--- src/rtl/aes128_round_ctrl.sv ---
// Sequencing controller for an iterative AES-128 round datapath: issues load,
// round-commit and key-schedule strobes, generates Rcon, and hands off results.
module aes128_round_ctrl #(
  parameter int NUM_ROUNDS       = 10,
  parameter int CYCLES_PER_ROUND = 1,
  parameter int CNT_W            = 16
) (
  input  logic             clk,
  input  logic             rst,
  input  logic             start,
  input  logic             abort,
  output logic             ready,
  output logic             busy,
  output logic             dp_load,
  output logic             key_load,
  output logic             dp_round_en,
  output logic             dp_final,
  output logic [2:0]       dp_sub_idx,
  output logic             key_step,
  output logic [7:0]       rcon,
  output logic [3:0]       round,
  output logic             out_valid,
  input  logic             out_ready,
  output logic [CNT_W-1:0] blk_cnt
);

  localparam logic [2:0] SUB_LAST   = 3'(CYCLES_PER_ROUND - 1);
  localparam logic [3:0] LAST_ROUND = 4'(NUM_ROUNDS);

  typedef enum logic [1:0] {S_IDLE, S_LOAD, S_ROUND, S_HOLD} state_t;

  state_t           state, state_nxt;
  logic [3:0]       round_nxt;
  logic [2:0]       sub_nxt;
  logic [7:0]       rcon_nxt;
  logic [CNT_W-1:0] cnt_nxt;
  logic             commit;

  function automatic logic [7:0] xtime(input logic [7:0] x);
    return {x[6:0], 1'b0} ^ (x[7] ? 8'h1b : 8'h00);
  endfunction

  always_ff @(posedge clk) begin
    if (rst) begin
      state      <= S_IDLE;
      round      <= 4'd0;
      dp_sub_idx <= 3'd0;
      rcon       <= 8'h01;
      blk_cnt    <= '0;
    end else begin
      state      <= state_nxt;
      round      <= round_nxt;
      dp_sub_idx <= sub_nxt;
      rcon       <= rcon_nxt;
      blk_cnt    <= cnt_nxt;
    end
  end

  assign commit = (state == S_ROUND) && (dp_sub_idx == SUB_LAST);

  // Every return to IDLE rewinds round/sub/rcon so the next block starts clean.
  always_comb begin
    state_nxt = state;
    round_nxt = round;
    sub_nxt   = dp_sub_idx;
    rcon_nxt  = rcon;
    cnt_nxt   = blk_cnt;
    case (state)
      S_IDLE: begin
        if (start && !abort) state_nxt = S_LOAD;
      end
      S_LOAD: begin
        if (abort) begin
          state_nxt = S_IDLE;
          round_nxt = 4'd0;
          sub_nxt   = 3'd0;
          rcon_nxt  = 8'h01;
        end else begin
          state_nxt = S_ROUND;
          round_nxt = 4'd1;
          sub_nxt   = 3'd0;
          rcon_nxt  = 8'h01;
        end
      end
      S_ROUND: begin
        if (abort) begin
          state_nxt = S_IDLE;
          round_nxt = 4'd0;
          sub_nxt   = 3'd0;
          rcon_nxt  = 8'h01;
        end else if (commit) begin
          if (round == LAST_ROUND) begin
            state_nxt = S_HOLD;
          end else begin
            round_nxt = round + 4'd1;
            sub_nxt   = 3'd0;
            rcon_nxt  = xtime(rcon);
          end
        end else begin
          sub_nxt = dp_sub_idx + 3'd1;
        end
      end
      S_HOLD: begin
        // Result handshake: completes on a cycle with out_valid=1 and
        // out_ready=1; abort in the same cycle discards it uncounted.
        if (abort || out_ready) begin
          state_nxt = S_IDLE;
          round_nxt = 4'd0;
          sub_nxt   = 3'd0;
          rcon_nxt  = 8'h01;
          if (!abort) cnt_nxt = blk_cnt + CNT_W'(1);
        end
      end
      default: state_nxt = S_IDLE;
    endcase
  end

  always_comb begin
    ready       = 1'b0;
    busy        = 1'b0;
    dp_load     = 1'b0;
    key_load    = 1'b0;
    dp_round_en = 1'b0;
    dp_final    = 1'b0;
    key_step    = 1'b0;
    out_valid   = 1'b0;
    case (state)
      S_IDLE: ready = 1'b1;
      S_LOAD: begin
        busy     = 1'b1;
        dp_load  = !abort;
        key_load = !abort;
      end
      S_ROUND: begin
        busy        = 1'b1;
        dp_round_en = commit && !abort;
        key_step    = commit && !abort;
        dp_final    = commit && !abort && (round == LAST_ROUND);
      end
      S_HOLD: out_valid = 1'b1;
      default: ready = 1'b0;
    endcase
  end

endmodule

--- config.mk ---
export PLATFORM = sky130hd
export DESIGN_NAME = aes128_round_ctrl
export DESIGN_NICKNAME = d
export VERILOG_FILES = /design/src/rtl/aes128_round_ctrl.sv
export SDC_FILE = /design/constraint.sdc
export NUM_CORES = 1
export LEC_CHECK = 0
export ABC_CLOCK_PERIOD_IN_PS = 3000
export BUFFER_PORTS_ARGS = -buffer_cell sky130_fd_sc_hd__buf_2
export CAP_MARGIN = 20
export CORE_MARGIN = 1
export CORE_UTILIZATION = 56
export CTS_CLUSTER_DIAMETER = 50
export CTS_CLUSTER_SIZE = 28
export DETAILED_ROUTE_END_ITERATION = 7
export HOLD_SLACK_MARGIN = 0.15
export PLACE_DENSITY = 0.84
export RECOVER_POWER = 25
export SYNTH_ARGS = -nofsm -noshare
export SYNTH_HDL_FRONTEND = slang
export SYNTH_SLANG_ARGS = --single-unit
--- constraint.sdc ---
create_clock -name clk -period 3 [get_ports clk]
set_input_delay 0.75 -clock clk [delete_from_list [all_inputs] [get_ports clk]]
set_output_delay 0.75 -clock clk [all_outputs]
set_load 0.02 [all_outputs]
### Word-level counts from Yosys, hierarchy flattened

Cells that the tools add are included.

* muxes and demuxes: 30
* eq/ne operators: 10
* add/sub/neg operators: 3
* reduce and logical (&&, ||, !) cells: 14
* bitwise operators: 2

Operators with widths (number)
* 8-bit 2-to-1 mux: 4
* 8-bit one-hot mux with 3 select lines: 1
* 16-bit by 1-bit adder with 16-bit output, second input constant: 1
* 4-bit 2-to-1 mux: 4
* 2-bit 2-to-1 mux: 6
* 3-bit 2-to-1 mux: 4
* 4-bit one-hot mux with 3 select lines: 1
* 3-bit one-hot mux with 3 select lines: 1
* 2-bit one-hot mux with 4 select lines: 1
* 4-bit AND reduction: 2
* 8-bit by 5-bit bitwise XOR with 8-bit output: 1
* 1-bit 2-to-1 mux: 7
* 3-bit inequality test, second input constant: 2
* 3-bit AND reduction: 2
* 5-bit 2-to-1 mux: 1
* 4-bit by 1-bit adder with 4-bit output, second input constant: 1
* 2-bit == test, second input constant: 2
* 4-bit == test, second input constant: 1
* 1-bit logical AND: 4
* 2-bit inequality test, second input constant: 2
* 4-bit inequality test, second input constant: 1
* 3-bit by 1-bit adder with 3-bit output, second input constant: 1
* 3-bit zero test: 1
* 3-bit by 2-bit inequality test with 1-bit output, second input constant: 1
* 7 further kinds: 7

* input bits: 5
* bits in registers: 33
* word-level logic and storage cells: 64

### Longest topological paths before layout

Gate-level depths: netlist of the first run.

* depth in word-level cells: 6
* gate-level depth with buffers: 7

### Least setup slack after synthesis of the first run

Ideal clock, no wire load.

* path type: input to output
* start point: input abort
* end point: output key_step
* buffers on the path: 2
* required time: 2250 ps
* arrival: 1632 ps
* slack: 618 ps
* stages on the path: 4
* cell sequence: buf_6 > nand2b_1 > nor2_1 > buf_4

* longest elaborated chain between the ends: 3

RTL lines
* start: declaration: line 11 `input logic abort,`
* 1-bit zero test
* 1-bit logical AND
* 1-bit 2-to-1 mux
* end: declaration: line 19 `output logic key_step,`

No other way between the ends.

### Final worst setup path of the first run

* start point: register round[0]
* end point: output dp_final

* longest elaborated chain between the ends: 3

RTL lines
* start: declaration: line 21 `output logic [3:0] round,`
* start signal: assignment: line 52 `round <= round_nxt;`
* 4-bit == test: line 138 `dp_final = commit && !abort && (round == LAST_ROUND);`
* 1-bit logical AND: line 138
* 1-bit 2-to-1 mux: line 127 `case (state)`
* end: declaration: line 17 `output logic dp_final,`

No other way between the ends.

==> metrics.log, run 1 <==
INFO  metric result_of_the_run = complete, but fails checks
INFO  metric failed_checks = DRC
INFO  metric syn_nets = 208
INFO  metric wl_per_cell = 13.9 um
INFO  metric area_growth_syn_to_layout = 14.6%
INFO  metric totalWireLength = 3.72 mm
INFO  metric initial_antenna_violation_count = 0
INFO  metric final_design_area_no_fill = 1960 um2
INFO  metric number_of_global_route_vias_before_repair = 1396
INFO  metric placedInstanceArea = 1920 um2
INFO  metric post-synth-top-area-cell = dfxtp_1
INFO  metric total_of_warnings_raised_by_yosys = 0
INFO  metric yosys_most_used_dff = dfxtp_1
INFO  metric placement.io_buffers = 43
INFO  metric power_density = 433 nW/um2
INFO  metric wire_length_of_the_first_global_routing_pass = 6.28 mm
INFO  metric fin_cells = 268
INFO  metric timing.rr.start = state[0]
INFO  metric final_cell_mix = 33 x dfxtp_1, 32 x buf_2, 18 x nor2_1
INFO  metric grt_max_degree = 33
INFO  metric power.share.combinational = 12.5%
INFO  metric critical-path-max-stage-delay = 0.44 ns
INFO  metric worst-endpoint-required = 2.25 ns
INFO  metric core-area = 2830 um2
INFO  metric cts_tree = built
INFO  metric fin_tns_setup = 0 ns
INFO  metric cts_max_path_buffers = 2
INFO  metric fp.dieH = 57.3 um
INFO  metric mappedNetlistArea = 1710 um2
INFO  metric p_leak = 0.823 nW
INFO  metric synthTopCellsByArea = dfxtp_1 39%, ha_1 6.6%, nor2_1 4.0%
INFO  metric die-area = 3280 um2
INFO  metric routabilityCongestion = 0.961
INFO  metric worstReg2RegEnd = state[1]
INFO  metric routed_via_density = 5.77
INFO  metric floorplan.initialDensity = 60.5%
INFO  metric grtUsageTotal = 25.0%
INFO  metric post_cts_setup_buffers = 0
INFO  metric post_detail_place_hpwl = 2.66 mm
INFO  metric commonest_non_fill_non_tap_cell_in_the_layout = dfxtp_1
INFO  metric maxSlewViolCount = 0
INFO  metric cp-endpoint = dp_final
INFO  metric num-fill-cells = 249
INFO  metric max_cap_violations = 0
INFO  metric floorplan.io_pins = 44
INFO  metric cts_hold_repair.buffers = 0
INFO  metric average_instance_area_after_synthesis = 8.82 um2
INFO  metric timing.critical_path.cells = inv_1 -> ha_1 -> and3b_1 -> nand2_1 -> nor2_1 -> buf_2
INFO  metric worst_setup_path_startpoint = round[0]
INFO  metric final.min_clock_period = 2.36 ns
INFO  metric critical_path.endpoint_type = output pin
INFO  metric cts.reportedPaths.clkPinSlew = 0.10 ns
INFO  metric post-synth-top-area-fraction = 38.6%
INFO  metric share_clk_of_total_power = 34.6%
INFO  metric detail_route.drc_violations = 4
INFO  metric postSynthRegisterBits = 33
INFO  metric dieWidth = 57.3 um
INFO  metric vdd_drop_max = 0.292 mV
INFO  metric antennaDiodeCount = 0
INFO  metric synth_enable_flop_cells = 0
INFO  metric timing.slew.headroom = 52.2%
INFO  metric grt_overflow = 0
INFO  metric proportion_of_layout_cells_with_a_drive_suffix_above_1 = 20.7%
INFO  metric synth_cells = 194
INFO  metric setup-violations-final = 0
INFO  metric worst_min_delay_path_category = reg2reg
INFO  metric reg2reg_depth = 6
INFO  metric numCtsBuffers = 5
INFO  metric cts_resized = 0
INFO  metric async_reset_ff_share = 0%
INFO  metric detailroute.via_count = 1546
INFO  metric post-route-period-util = 78.6%
INFO  metric worstSetupStartpointType = register
INFO  metric critPathSlowestCell = dfxtp_1
INFO  metric worst_reg2reg_setup_slack = 0.92 ns
INFO  metric drt_iter0_drc = 72
INFO  metric power.sequential.fraction = 52.9%
INFO  metric num-nets-final = 250
INFO  metric drt-pass1-iter-count = 8
INFO  metric power.switching_fraction = 27.9%
INFO  metric synth.distinct_cells = 47
INFO  metric clk_latency = 0.34 ns
INFO  metric rows = 19
INFO  metric rsz_0062_raised_after_global_routing = false
INFO  metric placedCellCount = 260
INFO  metric crit_fanout = 5
INFO  metric yosysSeqAreaShare = 38.6%
INFO  metric number_of_sinks_handled_by_clock_tree_synthesis = 33
INFO  metric power.switching = 0.236 mW
INFO  metric clockRootBuffer = clkbuf_4
INFO  metric power_report.internal_total = 0.612 mW
INFO  metric hold_viol_final = 0
INFO  metric tightestPinTransition = 0.699 ns
INFO  metric achievable-frequency = 0.424 GHz
INFO  metric cp_data_arrival_time = 1.61 ns
INFO  metric htree_num_levels = 2
INFO  metric postRouteAntennaNets = 0
INFO  metric worst_clock_skew = 0.00780 ns
INFO  metric timing.setup.critical_path_class = reg2out
Yosys cell counts, types with 2 or more instances:
| cell type | n |
|---|---|
| o21ai_0 | 5 |
| nor2_1 | 18 |
| o31ai_1 | 4 |
| nor2b_1 | 5 |
| nand4_1 | 5 |
| nor3_1 | 5 |
| o211ai_1 | 2 |
| nor4_1 | 2 |
| buf_2 | 2 |
| o32ai_1 | 5 |
| clkbuf_1 | 3 |
| buf_4 | 3 |
| inv_1 | 11 |
| mux2_1 | 2 |
| or2_2 | 2 |
| and3_1 | 3 |
| ha_1 | 9 |
| xor2_1 | 7 |
| nand2_1 | 13 |
| nand2b_1 | 3 |
| nand3_1 | 11 |
| or3_1 | 2 |
| xnor2_1 | 6 |
| or4_1 | 2 |
| o22ai_1 | 2 |
| dfxtp_1 | 33 |
| a21oi_1 | 9 |
registers in the layout, summed over array words and instances (netlist names):
signal,count
dp_sub_idx,3
round,4
state,2
rcon,8
blk_cnt,16
cells by family (layout without fill, tap and decap cells):
| logic type | Yosys count | in the layout | synth area share [%] |
|---|---|---|---|
| adder cells (fa/ha/maj) | 9 | 9 | 6.58 |
| multiplexers | 3 | 3 | 1.90 |
| AO/OA/AOI/OAI | 35 | 35 | 14.5 |
| buffers and inverters | 21 | 64 | 5.85 |
| AND/OR/NAND/NOR | 80 | 80 | 25.9 |
| XOR/XNOR | 13 | 13 | 6.66 |
| flip-flops | 33 | 33 | 38.6 |
critical path: cells and delay by family, from the launching register on:
kind	cells	cell delay (ns)
and+or+nand+nor	3	0.38
DFF	1	0.44
buffers and inverters	2	0.25
adders and majority gates	1	0.20
layer usage:
| layer | part of all wire [%] | GRT usage (%) |
|---|---|---|
| met1 | 49 | 33.8 |
| met2 | 43 | 36.1 |
| met3 | 6.1 | 9.30 |
| met4 | 1.4 | 9.76 |
| met5 | 0 | 0 |
how the worst min path moves through the flow:
stage,start,endpoint,slack (ns),depth (start not counted)
floorplan,state[1],state[1],0.47,2
global placement,dp_sub_idx[2],dp_sub_idx[2],0.49,2
detailed placement,rcon[1],rcon[2],0.48,2
CTS,dp_sub_idx[2],dp_sub_idx[2],0.50,2
global route,dp_sub_idx[2],dp_sub_idx[2],0.52,2
finish,rcon[1],rcon[1],0.50,2
power groups by stage:
stage | combinational, mW | clock [mW] | sequential, mW
after floorplan | 0.0792 | 0 | 0.459
after global placement | 0.104 | 0 | 0.459
after detailed placement | 0.105 | 0 | 0.459
after CTS | 0.106 | 0.294 | 0.449
after global routing | 0.115 | 0.312 | 0.450
final | 0.106 | 0.293 | 0.449
stage by stage:
step / hold WS [ns] / utilization (%) / power [mW] / setup slack [ns]
after floorplan: 0.471 / - / 0.538 / 0.618
after global placement: 0.488 / 67.8 / 0.563 / 0.805
after detailed placement: 0.479 / 67.8 / 0.564 / 0.699
after CTS: 0.502 / 70.2 / 0.849 / 0.627
after global routing: 0.524 / 69.3 / 0.877 / 0.529
final: 0.499 / 69.3 / 0.848 / 0.641
final cells by class:
type | count | area, um2 | area share (%)
multi-input combinational | 140 | 937 | 47.8
sequential | 33 | 661 | 33.7
timing repair buffer | 44 | 209 | 10.7
clock buffer | 7 | 65.1 | 3.32
inverter | 12 | 45.0 | 2.30
tap | 31 | 38.8 | 1.98
clock inverter | 1 | 5.00 | 0.255
Power figures use the tool's default switching activity.
==> run 2, diff against run 1 <==
Settings changed: ABC_CLOCK_PERIOD_IN_PS 3000 to 2460, CORE_UTILIZATION 56 to 52, PLACE_DENSITY 0.84 to 0.79.
Clock period 3 ns to 2.46 ns, I/O delays scaled along.
==> run 2 against run 1 <==
Net effect:
- the flow now finishes without violations
- global-route usage decreased by 2.6 points
- sequential power rose by 22%
- routed wire length down 3.8%
- die area rose by 7.4%
- utilization shrank 5.4 points
==> metrics.log, run 2 (synthesis gave the netlist of run 1 again) <==
INFO  metric result_of_the_run = complete, no violations (was complete, but fails checks)
INFO  metric achievable-frequency = 0.437 GHz
INFO  metric fin_tns_setup = 0 ns (unchanged)
INFO  metric grtUsageTotal = 22.3% (was 25.0%)
INFO  metric timing.critical_path.cells = inv_1 -> ha_1 -> nor2b_2 -> nand2_1 -> nor2_1 -> buf_2 (was inv_1 -> ha_1 -> and3b_1 -> nand2_1 -> nor2_1 -> buf_2)
INFO  metric critPathSlowestCell = dfxtp_1 (unchanged)
INFO  metric dieWidth = 59.4 um (was 57.3 um)
INFO  metric initial_antenna_violation_count = 0 (unchanged)
INFO  metric routabilityCongestion = 0.866 (was 0.961)
INFO  metric post_detail_place_hpwl = 2.59 mm (was 2.66 mm)
INFO  metric routed_via_density = 5.43 (was 5.77)
INFO  metric num-nets-final = 251 (was 250)
INFO  metric metal3_wl = 167 um (was 225 um)
INFO  metric final_cell_mix = 33 x dfxtp_1, 27 x buf_2, 18 x nor2_1 (was 33 x dfxtp_1, 32 x buf_2, 18 x nor2_1)
INFO  metric cts_max_path_buffers = 2 (unchanged)
INFO  metric timing.slew.headroom = 59.0% (was 52.2%)
INFO  metric cts_hold_repair.buffers = 0 (unchanged)
INFO  metric core-area = 3080 um2 (was 2830 um2)
INFO  metric totalWireLength = 3.58 mm (was 3.72 mm)
INFO  metric rsz_0062_raised_after_global_routing = false (unchanged)
INFO  metric proportion_of_layout_cells_with_a_drive_suffix_above_1 = 18.6% (was 20.7%)
INFO  metric timing.final.ws_setup = 0.170 ns (was 0.641 ns)
INFO  metric wire_length_of_the_first_global_routing_pass = 5.88 mm (was 6.28 mm)
INFO  metric number_of_global_route_vias_before_repair = 1360 (was 1396)
INFO  metric worst_clock_skew = 0.0123 ns (was 0.00780 ns)
INFO  metric critical-path-max-stage-delay = 0.35 ns (was 0.44 ns)
INFO  metric maxSlewViolCount = 0 (unchanged)
INFO  metric fp.dieH = 59.4 um (was 57.3 um)
INFO  metric rows = 20 (was 19)
INFO  metric tightestPinTransition = 0.599 ns (was 0.699 ns)
INFO  metric final_design_area_no_fill = 1970 um2 (was 1960 um2)
INFO  metric max_cap_violations = 0 (unchanged)
INFO  metric route.top_layer_used = met4 (unchanged)
INFO  metric fin_cells = 281 (was 268)
INFO  metric largestRegisters = blk_cnt (16), rcon (8), round (4) (unchanged)
INFO  metric register_name_with_the_most_flops = blk_cnt (unchanged)
INFO  metric placement.io_buffers = 43 (unchanged)
INFO  metric cts.reportedPaths.clkPinSlew = 0.10 ns (about the same)
INFO  metric grt_overflow = 0 (unchanged)
INFO  metric numCtsBuffers = 5 (unchanged)
INFO  metric number_of_sinks_handled_by_clock_tree_synthesis = 33 (unchanged)
INFO  metric crit_fanout = 5 (unchanged)
INFO  metric grt_max_degree = 32 (was 33)
INFO  metric hold_viol_final = 0 (unchanged)
INFO  metric antennaDiodeCount = 0 (unchanged)
INFO  metric post_cts_setup_buffers = 0 (unchanged)
INFO  metric area_growth_syn_to_layout = 14.9% (was 14.6%)
INFO  metric final_util = 63.9% (was 69.3%)
INFO  metric totalPowerFinal = 0.981 mW (was 0.848 mW)
INFO  metric placedCellCount = 274 (was 260)
INFO  metric clockRootBuffer = clkbuf_4 (unchanged)
INFO  metric floorplan.io_pins = 44 (unchanged)
INFO  metric vdd_drop_max = 0.415 mV (was 0.292 mV)
INFO  metric final.min_clock_period = 2.29 ns
INFO  metric detail_route.drc_violations = 0 (was 4)
INFO  metric setup-violations-final = 0 (unchanged)
INFO  metric wl_met1 = 1.71 mm (was 1.83 mm)
INFO  metric placedInstanceArea = 1940 um2 (was 1920 um2)
INFO  metric cts_tree = built (unchanged)
INFO  metric postRouteAntennaNets = 0 (unchanged)
INFO  metric worstSetupStartpointType = register (unchanged)
INFO  metric cp_data_arrival_time = 1.67 ns (was 1.61 ns)
INFO  metric post-route-period-util = 93.1%
INFO  metric pre_cts_slack = 0.347 ns (was 0.699 ns)
INFO  metric drt-pass1-iter-count = 4 (was 8)
INFO  metric drt_iter0_drc = 48 (was 72)
INFO  metric htree_num_levels = 2 (unchanged)
INFO  metric fin_hold_ws = 0.507 ns (was 0.499 ns)
INFO  metric die-area = 3520 um2 (was 3280 um2)
INFO  metric dr_wl_met2 = 1.65 mm (was 1.61 mm)
INFO  metric wl_per_cell = 12.7 um (was 13.9 um)
INFO  metric worst_min_delay_path_category = reg2reg (unchanged)
INFO  metric timing.setup.critical_path_class = reg2out (unchanged)
INFO  metric detailroute.via_count = 1527 (was 1546)
INFO  metric commonest_non_fill_non_tap_cell_in_the_layout = dfxtp_1 (unchanged)
INFO  metric p_leak = 0.796 nW (was 0.823 nW)
INFO  metric largest_register_ffs = 16 (unchanged)
INFO  metric worst-endpoint-required = 1.85 ns (was 2.25 ns)
INFO  metric critical_path.endpoint_type = output pin (unchanged)
INFO  metric clk_latency = 0.34 ns (about the same)
INFO  metric power_density = 499 nW/um2 (was 433 nW/um2)
INFO  metric floorplan.initialDensity = 55.6% (was 60.5%)
[run 2: changes by cell type in the layout (fill, tap and decap cells not counted)]
| cell | previous run | this run |
|---|---|---|
| clkbuf_8 | 2 | 1 |
| buf_2 | 32 | 27 |
| nor2b_2 | 0 | 1 |
| nor2b_1 | 5 | 4 |
| buf_4 | 1 | 2 |
| clkinv_2 | 1 | 0 |
| clkbuf_1 | 11 | 17 |
[run 2: cell type report]
cell class / instances / area, um2
flip-flops and latches: 33 / 661
inverters: 12 / 45.0
repair buffers: 45 / 210
clock buffers: 7 / 55.1
multi-input cells: 140 / 940
fillers: 301 / 1110
well taps: 44 / 55.1
[run 2: critical path, delay by kind of cell, from the launching register on]
| kind | cells | cell delay (ns) |
|---|---|---|
| flops | 1 | 0.35 |
| simple gates | 3 | 0.50 |
| fa+ha+maj | 1 | 0.22 |
| buf+inv | 2 | 0.27 |
[run 2: metal layers]
| layer | up-vias | GRT usage [%] |
|---|---|---|
| li1 | 776 | - |
| met1 | 710 | 28.5 |
| met2 | 36 | 35.2 |
| met3 | 5 | 7.21 |
| met4 | 0 | 8.16 |
| met5 | - | 0 |
[run 2: what timing repair did]
item / CTS / global route
setup endpoints to repair: 0 / 1
resized for setup: 0 / 1
endpoints found under the hold margin: 0 / 0
[run 2: path summary, 6_finish.rpt]
path            startpoint            end  slack (ns)  depth (start not counted)
min          dp_sub_idx[2]  dp_sub_idx[2]        0.51                          2
max reg2reg       state[1]    blk_cnt[15]        0.45                          5
max               state[0]       dp_final        0.17                          6
min reg2reg  dp_sub_idx[2]  dp_sub_idx[2]        0.51                          2
[run 2: power by group]
part	leakage [nW]	switching (mW)	total, mW	internal [mW]
combinational	0.498	0.0869	0.129	0.0423
sequential	0.266	0.00651	0.546	0.540
clock	0.0314	0.171	0.305	0.135
==> run 3, diff against run 2 <==
Settings changed: SETUP_SLACK_MARGIN set to 0.4, SKIP_CTS_REPAIR_TIMING set to 1.
==> run 3 against run 2 <==
Net effect:
- critical path type unchanged
- cell area rose by 3.4%
- utilization rose by 2.2 points
- register-to-register slack got worse by 0.07 ns
- largest power group unchanged
- critical path depth unchanged
- sequential power hardly changed
- non-clock buffer count increased by 1
- setup slack better by 0.20 ns
- combinational power is 4% higher
- worst hold slack got worse by 0.0081 ns
==> metrics.log, run 3 (synthesis gave the netlist of run 1 again) <==
INFO  metric result_of_the_run = complete, no violations (unchanged)
INFO  metric fin_tns_setup = 0 ns (unchanged)
INFO  metric max_cap_violations = 0 (unchanged)
INFO  metric cts.reportedPaths.clkPinSlew = 0.10 ns (about the same)
INFO  metric die-area = 3520 um2 (unchanged)
INFO  metric pre_cts_slack = 0.283 ns (was 0.347 ns)
INFO  metric p_leak = 0.806 nW (was 0.796 nW)
INFO  metric min_to = rcon[5] (was dp_sub_idx[2])
INFO  metric timing.setup.critical_path_class = reg2out (unchanged)
INFO  metric worstReg2RegEnd = blk_cnt[15] (unchanged)
INFO  metric vdd_drop_max = 0.331 mV (was 0.415 mV)
INFO  metric rows = 20 (unchanged)
INFO  metric detail_route.drc_violations = 0 (unchanged)
INFO  metric fin_hold_ws = 0.498 ns (was 0.507 ns)
INFO  metric drt_iter0_drc = 76 (was 48)
INFO  metric clk_latency = 0.32 ns (was 0.34 ns)
INFO  metric cts_max_path_buffers = 2 (unchanged)
INFO  metric critical_path.endpoint_type = output pin (unchanged)
INFO  metric number_of_global_route_vias_before_repair = 1334 (was 1360)
INFO  metric hold_path.startpoint = rcon[5] (was dp_sub_idx[2])
INFO  metric critPathSlowestCell = dfxtp_4 (was dfxtp_1)
INFO  metric floorplan.initialDensity = 55.6% (unchanged)
INFO  metric worst_setup_path_startpoint = round[0] (was state[0])
INFO  metric worst_reg2reg_setup_slack = 0.38 ns (was 0.45 ns)
INFO  metric final.min_clock_period = 2.09 ns (was 2.29 ns)
INFO  metric number_of_sinks_handled_by_clock_tree_synthesis = 33 (unchanged)
INFO  metric grtUsageTotal = 22.1% (was 22.3%)
INFO  metric largestRegisters = blk_cnt (16), rcon (8), round (4) (unchanged)
INFO  metric worst_clock_skew = 0.00355 ns (was 0.0123 ns)
INFO  metric worst_min_delay_path_category = reg2reg (unchanged)
INFO  metric timing.rr.start = state[1] (unchanged)
INFO  metric timing.final.ws_setup = 0.366 ns (was 0.170 ns)
INFO  metric placedInstanceArea = 1940 um2 (about the same)
INFO  metric fp.dieH = 59.4 um (unchanged)
INFO  metric reg2reg_depth = 5 (unchanged)
INFO  metric num-nets-final = 252 (was 251)
INFO  metric timing.critical_path.cells = inv_1 -> ha_1 -> and3b_2 -> nand2_2 -> nor2_1 -> buf_2 (was inv_1 -> ha_1 -> nor2b_2 -> nand2_1 -> nor2_1 -> buf_2)
INFO  metric power_density = 486 nW/um2 (was 499 nW/um2)
INFO  metric clockRootBuffer = clkbuf_4 (unchanged)
INFO  metric cts_tree = built (unchanged)
INFO  metric numCtsBuffers = 5 (unchanged)
INFO  metric totalWireLength = 3.66 mm (was 3.58 mm)
INFO  metric tightestPinTransition = 0.526 ns (was 0.599 ns)
INFO  metric timing.slew.headroom = 64.8% (was 59.0%)
INFO  metric dieWidth = 59.4 um (unchanged)
INFO  metric final_util = 66.0% (was 63.9%)
INFO  metric initial_antenna_violation_count = 0 (unchanged)
INFO  metric critical-path-max-stage-delay = 0.38 ns (was 0.35 ns)
INFO  metric hold_viol_final = 0 (unchanged)
INFO  metric grt_overflow = 0 (unchanged)
INFO  metric commonest_non_fill_non_tap_cell_in_the_layout = dfxtp_1 (unchanged)
INFO  metric setup-violations-final = 0 (unchanged)
INFO  metric proportion_of_layout_cells_with_a_drive_suffix_above_1 = 23.1% (was 18.6%)
INFO  metric post_detail_place_hpwl = 2.67 mm (was 2.59 mm)
INFO  metric postRouteAntennaNets = 0 (unchanged)
INFO  metric grt_max_degree = 18 (was 32)
INFO  metric largest_register_ffs = 16 (unchanged)
INFO  metric worst-endpoint-required = 1.85 ns (about the same)
INFO  metric maxSlewViolCount = 0 (unchanged)
INFO  metric core-area = 3080 um2 (unchanged)
INFO  metric wire_length_of_the_first_global_routing_pass = 5.84 mm (was 5.88 mm)
INFO  metric final_cell_mix = 32 x dfxtp_1, 25 x buf_2, 17 x nor2_1, 17 x clkbuf_1 (was 33 x dfxtp_1, 27 x buf_2, 18 x nor2_1)
INFO  metric placement.io_buffers = 43 (unchanged)
INFO  metric drt-pass1-iter-count = 4 (unchanged)
INFO  metric detailroute.via_count = 1558 (was 1527)
INFO  metric register_name_with_the_most_flops = blk_cnt (unchanged)
INFO  metric htree_num_levels = 2 (unchanged)
INFO  metric worstSetupStartpointType = register (unchanged)
INFO  metric achievable-frequency = 0.478 GHz (was 0.437 GHz)
INFO  metric area_growth_syn_to_layout = 18.8% (was 14.9%)
INFO  metric cp_data_arrival_time = 1.48 ns (was 1.67 ns)
INFO  metric final_design_area_no_fill = 2030 um2 (was 1970 um2)
INFO  metric crit_fanout = 5 (unchanged)
INFO  metric hold-path-cell-count = 2 (unchanged)
INFO  metric routed_via_density = 5.52 (was 5.43)
INFO  metric rsz_0062_raised_after_global_routing = true (was false)
INFO  metric wl_per_cell = 13.0 um (was 12.7 um)
INFO  metric post-route-period-util = 85.1% (was 93.1%)
INFO  metric antennaDiodeCount = 0 (unchanged)
INFO  metric floorplan.io_pins = 44 (unchanged)
INFO  metric routabilityCongestion = 0.842 (was 0.866)
[run 3: cell types whose count changed in the layout (fill, tap and decap cells not counted), moves of 2 or more]
cell / delta
ha_1: -2
nand2_2: +2
nand2b_1: -2
ha_4: +2
buf_4: +3
nand2_1: -2
buf_2: -2
[run 3: where the power goes]
part	switching [mW]	internal, mW	total (mW)	leakage [nW]
Combinational	0.0889	0.0448	0.134	0.508
Clock	0.172	0.135	0.307	0.0314
Sequential	0.00745	0.540	0.548	0.267
Total	0.269	0.720	0.988	0.806
[run 3: worst max path at each step]
stage	end	slack [ns]	cells past startpoint
4_1_cts	dp_final	0.12	6
2_1_floorplan	key_step	0.46	4
6_report	dp_final	0.37	6
3_5_place_dp	state[1]	0.28	5
5_1_grt	blk_cnt[15]	0.21	5
3_3_place_gp	state[1]	0.33	5
[run 3: stage by stage]
step | cells | power (mW)
after floorplan | 194 | 0.657
after global placement | 274 | 0.686
after detailed placement | 274 | 0.687
after CTS | 281 | 0.991
after global routing | 282 | 1.04
final | 282 | 0.988
[run 3: area by class of cell]
type	count	area, um2
clock buffer	7	55.1
tap	44	55.1
inverter	12	45.0
timing repair buffer	46	223
fill	284	1050
sequential	33	664
multi-input combinational	140	990
[run 3: critical path, delay by kind of cell, from the launching register on]
family                   cells  cell delay, ns
adder cells (fa/ha/maj)      1            0.18
buffers and inverters        2            0.21
flip-flops                   1            0.38
AND/OR/NAND/NOR              3            0.39
[run 3: metal layers]
layer	vias up	part of all wire [%]	track usage [%]
met5	-	0	0
met4	0	1.2	7.14
met3	6	5.1	6.11
met2	40	47	36.8
met1	736	47	27.6
li1	776	-	-
